<file path="config.mk">
export PLATFORM = sky130hd
export DESIGN_NAME = vtx_sequencer
export DESIGN_NICKNAME = d
export VERILOG_FILES = /design/src/rtl/vtx_pkg.sv /design/src/rtl/vtx_sequencer.sv
export SDC_FILE = /design/constraint.sdc
export NUM_CORES = 1
export LEC_CHECK = 0
export CAP_MARGIN = 40
export CORE_AREA = 2 2 437 439
export DETAILED_ROUTE_END_ITERATION = 7
export DIE_AREA = 0 0 439 441
export GPL_TIMING_DRIVEN = 0
export PLACE_DENSITY = 0.38
export SLEW_MARGIN = 10
export SYNTH_ARGS = -nofsm -noshare
export SYNTH_HDL_FRONTEND = slang
export SYNTH_SLANG_ARGS = --single-unit
</file>
<file path="constraint.sdc">
create_clock -name clock -period 4.61 [get_ports clock]
set_clock_uncertainty 0.05 [all_clocks]
set_input_delay 1.1525 -clock clock [delete_from_list [all_inputs] [get_ports clock]]
set_output_delay 1.1525 -clock clock [all_outputs]
set_load 0.02 [all_outputs]
</file>
<file path="src/rtl/vtx_pkg.sv">
`default_nettype none
// +--------------------------------------------------------------------+
// | vtx_pkg                                                            |
// | Shared constants and types for the vertex transform front end.     |
// | Rev 1.0                                                            |
// +--------------------------------------------------------------------+
package vtx_pkg;

  localparam int unsigned FRAC_BITS     = 16;
  localparam logic [31:0] ONE_FX        = 32'(1) << FRAC_BITS;
  localparam int unsigned WORDS_PER_TRI = 15;

  typedef enum logic [1:0] {
    ST_IDLE    = 2'd0,
    ST_FETCH   = 2'd1,
    ST_PRESENT = 2'd2,
    ST_DONE    = 2'd3
  } state_t;

  // Word order of one assembled triangle in vertex memory and on v_out
  typedef enum logic [3:0] {
    X1 = 4'd0,  Y1 = 4'd1,  Z1 = 4'd2,  RGB1 = 4'd3,
    X2 = 4'd4,  Y2 = 4'd5,  Z2 = 4'd6,  RGB2 = 4'd7,
    X3 = 4'd8,  Y3 = 4'd9,  Z3 = 4'd10, RGB3 = 4'd11,
    NX = 4'd12, NY = 4'd13, NZ = 4'd14
  } vtx_word_e;

endpackage
`default_nettype wire

</file>
<file path="src/rtl/vtx_sequencer.sv">
`default_nettype none
// +--------------------------------------------------------------------+
// | vtx_sequencer                                                      |
// | Holds the transform matrix, fetches triangle lists from vertex     |
// | memory and presents each triangle under a valid/stall handshake.   |
// | Rev 1.0                                                            |
// +--------------------------------------------------------------------+
module vtx_sequencer
  import vtx_pkg::*;
#(
  parameter int unsigned ADDR_W = 16
) (
  input  logic              clock,
  input  logic              reset,
  input  logic              mat_we,
  input  logic [3:0]        mat_addr,
  input  logic [31:0]       mat_wdata,
  input  logic              start,
  input  logic [ADDR_W-1:0] base_addr,
  input  logic [15:0]       tri_count,
  output logic              mem_rd_en,
  output logic [ADDR_W-1:0] mem_addr,
  input  logic [31:0]       mem_rdata,
  output logic [511:0]      mat,
  output logic [479:0]      v_out,
  output logic              v_valid,
  input  logic              stall_in,
  output logic              busy,
  output logic              done
);

  localparam logic [3:0] c_NUM_WORDS = 4'(WORDS_PER_TRI);
  localparam logic [3:0] c_LAST_WORD = 4'(NZ);

  state_t            r_state;
  state_t            w_state_nxt;
  logic [3:0]        r_issue_cnt;
  logic [3:0]        r_cap_cnt;
  logic              r_rd_q;
  logic [15:0]       r_tri_idx;
  logic [15:0]       r_tri_count;
  logic [ADDR_W-1:0] r_mem_addr;
  logic [31:0]       r_v_out [WORDS_PER_TRI];
  logic [31:0]       r_mat   [16];
  logic              w_hs;
  logic              w_last_cap;
  logic              w_last_tri;
  logic              w_idle;

  assign w_idle     = (r_state == ST_IDLE);
  assign w_hs       = v_valid && !stall_in;
  assign w_last_cap = r_rd_q && (r_cap_cnt == c_LAST_WORD);
  assign w_last_tri = (r_tri_idx == r_tri_count - 16'd1);

  always_ff @(posedge clock or negedge reset) begin
    if (!reset) r_state <= ST_IDLE;
    else        r_state <= w_state_nxt;
  end

  always_comb begin
    w_state_nxt = r_state;
    case (r_state)
      ST_IDLE:    if (start) w_state_nxt = (tri_count == 16'd0) ? ST_DONE : ST_FETCH;
      ST_FETCH:   if (w_last_cap) w_state_nxt = ST_PRESENT;
      ST_PRESENT: if (w_hs) w_state_nxt = w_last_tri ? ST_DONE : ST_FETCH;
      ST_DONE:    w_state_nxt = ST_IDLE;
      default:    w_state_nxt = ST_IDLE;
    endcase
  end

  always_comb begin
    mem_rd_en = 1'b0;
    v_valid   = 1'b0;
    busy      = 1'b1;
    done      = 1'b0;
    case (r_state)
      ST_IDLE:    busy      = 1'b0;
      ST_FETCH:   mem_rd_en = (r_issue_cnt != c_NUM_WORDS);
      ST_PRESENT: v_valid   = 1'b1;
      ST_DONE:    done      = 1'b1;
      default:    busy      = 1'b0;
    endcase
  end

  // Read data lands one cycle after its strobe; r_rd_q marks that cycle.
  always_ff @(posedge clock or negedge reset) begin
    if (!reset) begin
      r_rd_q      <= 1'b0;
      r_issue_cnt <= '0;
      r_cap_cnt   <= '0;
      r_tri_idx   <= '0;
      r_tri_count <= '0;
      r_mem_addr  <= '0;
      for (int i = 0; i < int'(WORDS_PER_TRI); i++) r_v_out[i] <= '0;
    end else begin
      r_rd_q <= mem_rd_en;
      if (w_idle && start) begin
        r_mem_addr  <= base_addr;
        r_tri_count <= tri_count;
        r_tri_idx   <= '0;
      end
      if (mem_rd_en) begin
        r_mem_addr  <= r_mem_addr + ADDR_W'(1);
        r_issue_cnt <= r_issue_cnt + 4'd1;
      end
      if (r_rd_q) begin
        r_v_out[r_cap_cnt] <= mem_rdata;
        r_cap_cnt          <= r_cap_cnt + 4'd1;
      end
      if (r_state != ST_FETCH) begin
        r_issue_cnt <= '0;
        r_cap_cnt   <= '0;
      end
      if (w_hs) r_tri_idx <= r_tri_idx + 16'd1;
    end
  end

  // Matrix is only writable while idle so a run sees one consistent transform.
  always_ff @(posedge clock or negedge reset) begin
    if (!reset) begin
      for (int i = 0; i < 16; i++) r_mat[i] <= (i % 5 == 0) ? ONE_FX : 32'd0;
    end else if (w_idle && mat_we) begin
      r_mat[mat_addr] <= mat_wdata;
    end
  end

  assign mem_addr = r_mem_addr;

  for (genvar g = 0; g < 16; g++) begin : g_mat
    assign mat[32*g +: 32] = r_mat[g];
  end

  for (genvar g = 0; g < int'(WORDS_PER_TRI); g++) begin : g_vout
    assign v_out[32*g +: 32] = r_v_out[g];
  end

endmodule
`default_nettype wire
</file>
# After elaboration in Yosys (flattened, before gate mapping)
# Cells that the tools add are included.
[classes]
n_addsub = 5
n_lt_le_gt_ge = 4
n_eq_ne = 10
muxes = 24
n_bitwise = 2
reduce_logical = 14
[ops]
columns = ["operator", "count"]
rows = [
  ["$bwmux W512", 1],
  ["$bwmux W480", 1],
  ["$demux W32 S4", 2],
  ["$mux W16", 4],
  ["$mux W32", 2],
  ["$add A16 B1 Y16 const B", 2],
  ["$eq A16 B16 Y1", 1],
  ["$logic_not A16 Y1", 1],
  ["$mux W4", 4],
  ["$sub A16 B1 Y16 const B", 1],
  ["$ge A5 B5 Y1 const B", 2],
  ["$lt A5 B1 Y1 const B", 2],
  ["$mux W2", 5],
  ["$not A4 Y5", 2],
  ["$add A4 B1 Y4 const B", 2],
  ["$pmux W2 S4", 1],
  ["$reduce_bool A2 Y1", 4],
  ["$logic_and A1 B1 Y1", 6],
  ["$ne A2 B2 Y1 const B", 3],
  ["$eq A2 B2 Y1 const B", 2],
  ["$eq A4 B4 Y1 const B", 1],
  ["$mux W1", 4],
  ["$ne A4 B4 Y1 const B", 1],
  ["$reduce_and A3 Y1", 1],
  ["other kinds (4)", 4],
]
[totals]
regBits = 1051
input_bits = 105
output_inout_bits = 1012
elab_cells = 97

# Longest topological paths before layout
[depth]
ltp_word = 6
mapped_depth = 9
depth_no_buf = 8

# Worst setup path before layout
# Ideal clock, no wire load.
[synth_path]
path_kind = "register to output"
from = "register r_issue_cnt[0]"
to = "output port mem_rd_en"
arrival_time_ns = 1.505
required_time_ns = 3.408
path_slack_ns = 1.903
stages_incl_launch_ff = 7
path_buffers = 2
cell_sequence = "dfrtp_1 > ha_1 > nand3_1 > nand2b_1 > clkbuf_1 > inv_1 > clkbuf_1"
[synth_via]
elab_chain_cells = 2
[synth_rtl]
columns = ["element", "line", "source"]
rows = [
  ["start, declared", "vtx_sequencer.sv:37", "logic [3:0] r_issue_cnt;"],
  ["start signal, assigned", "vtx_sequencer.sv:104", "r_issue_cnt <= r_issue_cnt + 4'd1;"],
  ["$ne A4 B4 Y1", "vtx_sequencer.sv:78", "ST_FETCH: mem_rd_en = (r_issue_cnt != c_NUM_WORDS);"],
  ["$mux W1", "vtx_sequencer.sv:76", "case (r_state)"],
  ["end, declared", "vtx_sequencer.sv:21", "output logic mem_rd_en,"],
]
# No other way between the ends.

# Final worst setup path
# Same ends and word-level chain as after synthesis.

==> summary.txt <==
Status
  • Outcome: completed

Cells and area
  • Area Overhead vs Synth: 48.0%
  • Commonest non-fill, non-tap cells in the layout: 1113 x clkdlybuf4s50_1, 1047 x dfrtp_1, 958 x mux2_2, 181 x nand2_1, 162 x clkbuf_1
  • Nets: approximately 4100
  • Fillcell total: 19146
  • Commonest non-fill, non-tap cell in the layout: clkdlybuf4s50_1
  • Layout cell share with drive strength beyond 1: 0.308

Pwr
  • VDD IR max: 0.345 mV
  • Register share of total power: 0.325
  • Leakage: around 26 nW
  • Pwr dens: ~760 nW/µm²
  • Comb power frac: 0.443
  • Sw Share: 0.380
  • Sw power: between 0.015 and 0.02 W
  • Clock power frac: 0.232
  • Overall power: 0.0453 W
  • Internal power: around 0.028 W

Clocking
  • Clock slew at reported path FFs: 60 ps
  • # H-tree levels: 4
  • TritonCTS clock tree: done
  • Cts hold-fix bufs: 0
  • Root buffer cell: clkbuf_16
  • Clk Latency, worst-skew pair: 780 ps
  • CTS Buf Count: 135
  • CTS sink cnt: 1051
  • CTS max path bufs: 3

Die
  • Die width: approximately 440 µm
  • Initial Util: 0.213
  • Die Y: 441 µm
  • Site row count: 160
  • IO Pins: approximately 1100
  • Core area: ~190000 µm²
  • DIE AREA: approximately 190000 µm²

STA
  • Final Setup Violations: 0
  • Final worst-path cycle share: 0.932
  • Max-slew headroom: 0.356
  • Final hold vios: 0
  • Max Slew Vio Count: 0
  • Final hold slack: 281 ps
  • F_max: roughly 230 MHz
  • Total Neg Setup Slack: 0 ps
  • Min cycle time layout: between 4000 and 5000 ps
  • Least-Margin Pin Slew: 962 ps
  • RSZ-0062 raised after global routing: no

Synth
  • Post-synth top flop: dfrtp_1
  • Area contributors post-synth: dfrtp_1 65%, mux2_2 27%, nand2_1 1.7%
  • Cell count after synthesis: 2657
  • Number of flops mapped to enable cells by yosys: 0
  • Synth Net Count: between 2000 and 3000
  • Area leader, netlist: dfrtp_1
  • Yosys cell types: slightly below 60
  • Syn Area/Cell: ~15 µm²
  • Post-synth ARST share: 1.00
  • Sequential cell area fraction in the yosys report: 0.652
  • Yosys reg bits: ~1100
  • Synth warn: 0
  • Mapped cell area: approximately 40000 µm²
  • Area share of the leading cell type in the synthesized netlist: 0.650

Setup path
  • Critical path's slowest cell: clkdlybuf4s50_1
  • Worst path arrival time: ~3100 ps
  • R2R Setup Slk: 1190 ps
  • Critical R2R Launch: r_state[1]
  • Crit-path cells: ha_1 -> nand3_1 -> nand2b_1 -> clkbuf_1 -> clkinvlp_4 -> clkdlybuf4s50_1
  • Max incr delay on CP: 610 ps
  • Worst r2r path cells: 7
  • Worst Path Required: around 3400 ps
  • CP Class: reg -> out
  • Worst r2r dst: mat[89]
  • Endpoint class of the critical path: output port
  • Startpoint types: register
  • Worst-path fanout max: 9

Global route
  • GRT Total Usage: 0.190
  • Vias in the first global route: 27906
  • Largest net degree at the start of global routing: 147
  • Grt ovf: 0
  • First-pass GRT wire length: about 250 mm
  • Initial antenna violation count: 15

Placement
  • RD Place Congestion: around 0.82
  • Buffers on Ports: 1114
  • Post-DP HPWL: around 150 mm

Flow run
  • Max_cap viols: 0

Detailed routing
  • Starting DRT DRC Count: about 1200
  • ANT nets after route: 0
  • Detailed-route vias per instance: 4.16
  • Residual DRC: 0
  • Routed len/inst: between 20 and 30 µm
  • Final WL: roughly 190 mm
  • Vias: between 20000 and 30000
  • Drt first pass iters: 5

Hold path
  • Min-Delay Path Class: in -> async
[per-layer routing]
layer | part of all wire | vias to the layer above | GRT usage
met3 | 0.060 | 226 | 0.0536
met1 | 0.38 | 14473 | 0.211
li1 | - | 11933 | -
met5 | 0.00014 | - | 0
met4 | 0.035 | 4 | 0.0697
met2 | 0.53 | 711 | 0.343
[kinds of logic after synthesis]
family                     share of synthesized area
AOI/OAI and AO/OA                             0.0114
xor gates and xnor gates                     0.00586
adders and majority gates                    0.00248
buffers and inverters                         0.0199
DFF                                            0.652
muxes                                          0.271
and+or+nand+nor                               0.0374
[through the flow]
stage          instances   util  worst slack, ps  cell area (µm²)
2_1_floorplan       2657      -             1900            40300
3_3_place_gp        6282  0.289           -52050            54600
3_5_place_dp        6323  0.292              424            55300
4_1_cts             6563  0.315              108            59600
5_1_grt             6571  0.315             58.7            59700
6_report            6581  0.316              311            59700
[power by group through the flow]
stage / clock [W] / combinational (W) / sequential, W
finish: 0.0105 / 0.0200 / 0.0147
global route: 0.0113 / 0.0208 / 0.0152
CTS: 0.0109 / 0.0205 / 0.0147
detailed placement: 0 / 0.0204 / 0.0149
global placement: 0 / 0.0203 / 0.0150
floorplan: 0 / 0.00456 / 0.0190
[registers in the layout, indices dropped and copies added (netlist names)]
| register | count |
|---|---|
| r_state | 2 |
| r_tri_idx | 16 |
| r_rd_q | 1 |
| v_out | 480 |
| r_issue_cnt | 4 |
| r_tri_count | 16 |
| r_cap_cnt | 4 |
| mem_addr | 16 |
| mat | 512 |
[layout make-up]
type,count,area (µm²),share of cell area
antenna,13,32.5,0.000545
buffer,184,747,0.0125
clock buffer,215,4010,0.0672
clock inverter,26,337,0.00564
inverter,14,56.3,0.000943
multi-input combinational,1407,13200,0.222
sequential,1051,26300,0.441
tap,2511,3140,0.0526
timing repair buffer,1160,11800,0.198
[critical path: cells and delay by family (launching register included)]
| kind | cells | cell delay [ps] |
|---|---|---|
| adder cells (fa/ha/maj) | 1 | 230 |
| AND/OR/NAND/NOR | 2 | 370 |
| flip-flops | 1 | 400 |
| buffers and inverters | 3 | 1320 |
[cells in the mapped netlist, drive strengths merged (2+ instances only)]
cell	count
o21ai	23
a31oi	5
o211ai	3
dfstp	4
clkbuf	116
dfrtp	1047
mux2	960
buf	69
xor2	12
xnor2	15
a21oi	7
ha	8
and3	4
and2	3
inv	14
nand4	14
nand2b	9
nand3b	3
nand3	29
nand2	181
a311oi	6
nor2	43
a211oi	5
o31ai	3
nor3	22
nor4	11
or3	2
mux2i	11
nor2b	5
or4	2
or2	2
a221o	2
a22oi	2
[worst max path at each step]
| stage | depth (start not counted) | slack, ps | to | start |
|---|---|---|---|---|
| after floorplan | 6 | 1900 | mem_rd_en | r_issue_cnt[0] |
| after global placement | 1 | -52050 | v_out[111] | reset |
| after detailed placement | 6 | 420 | mat[94] | mat_we |
| after CTS | 6 | 110 | mem_rd_en | r_issue_cnt[0] |
| after global routing | 6 | 60 | mem_rd_en | r_issue_cnt[0] |
| final | 6 | 310 | mem_rd_en | r_issue_cnt[0] |
[repair_timing]
item                       4_1_cts  5_1_grt
setup endpoints to repair        1        1
gates resized for setup          0        1
buffers inserted                 0        3
Power figures use the tool's default switching activity.
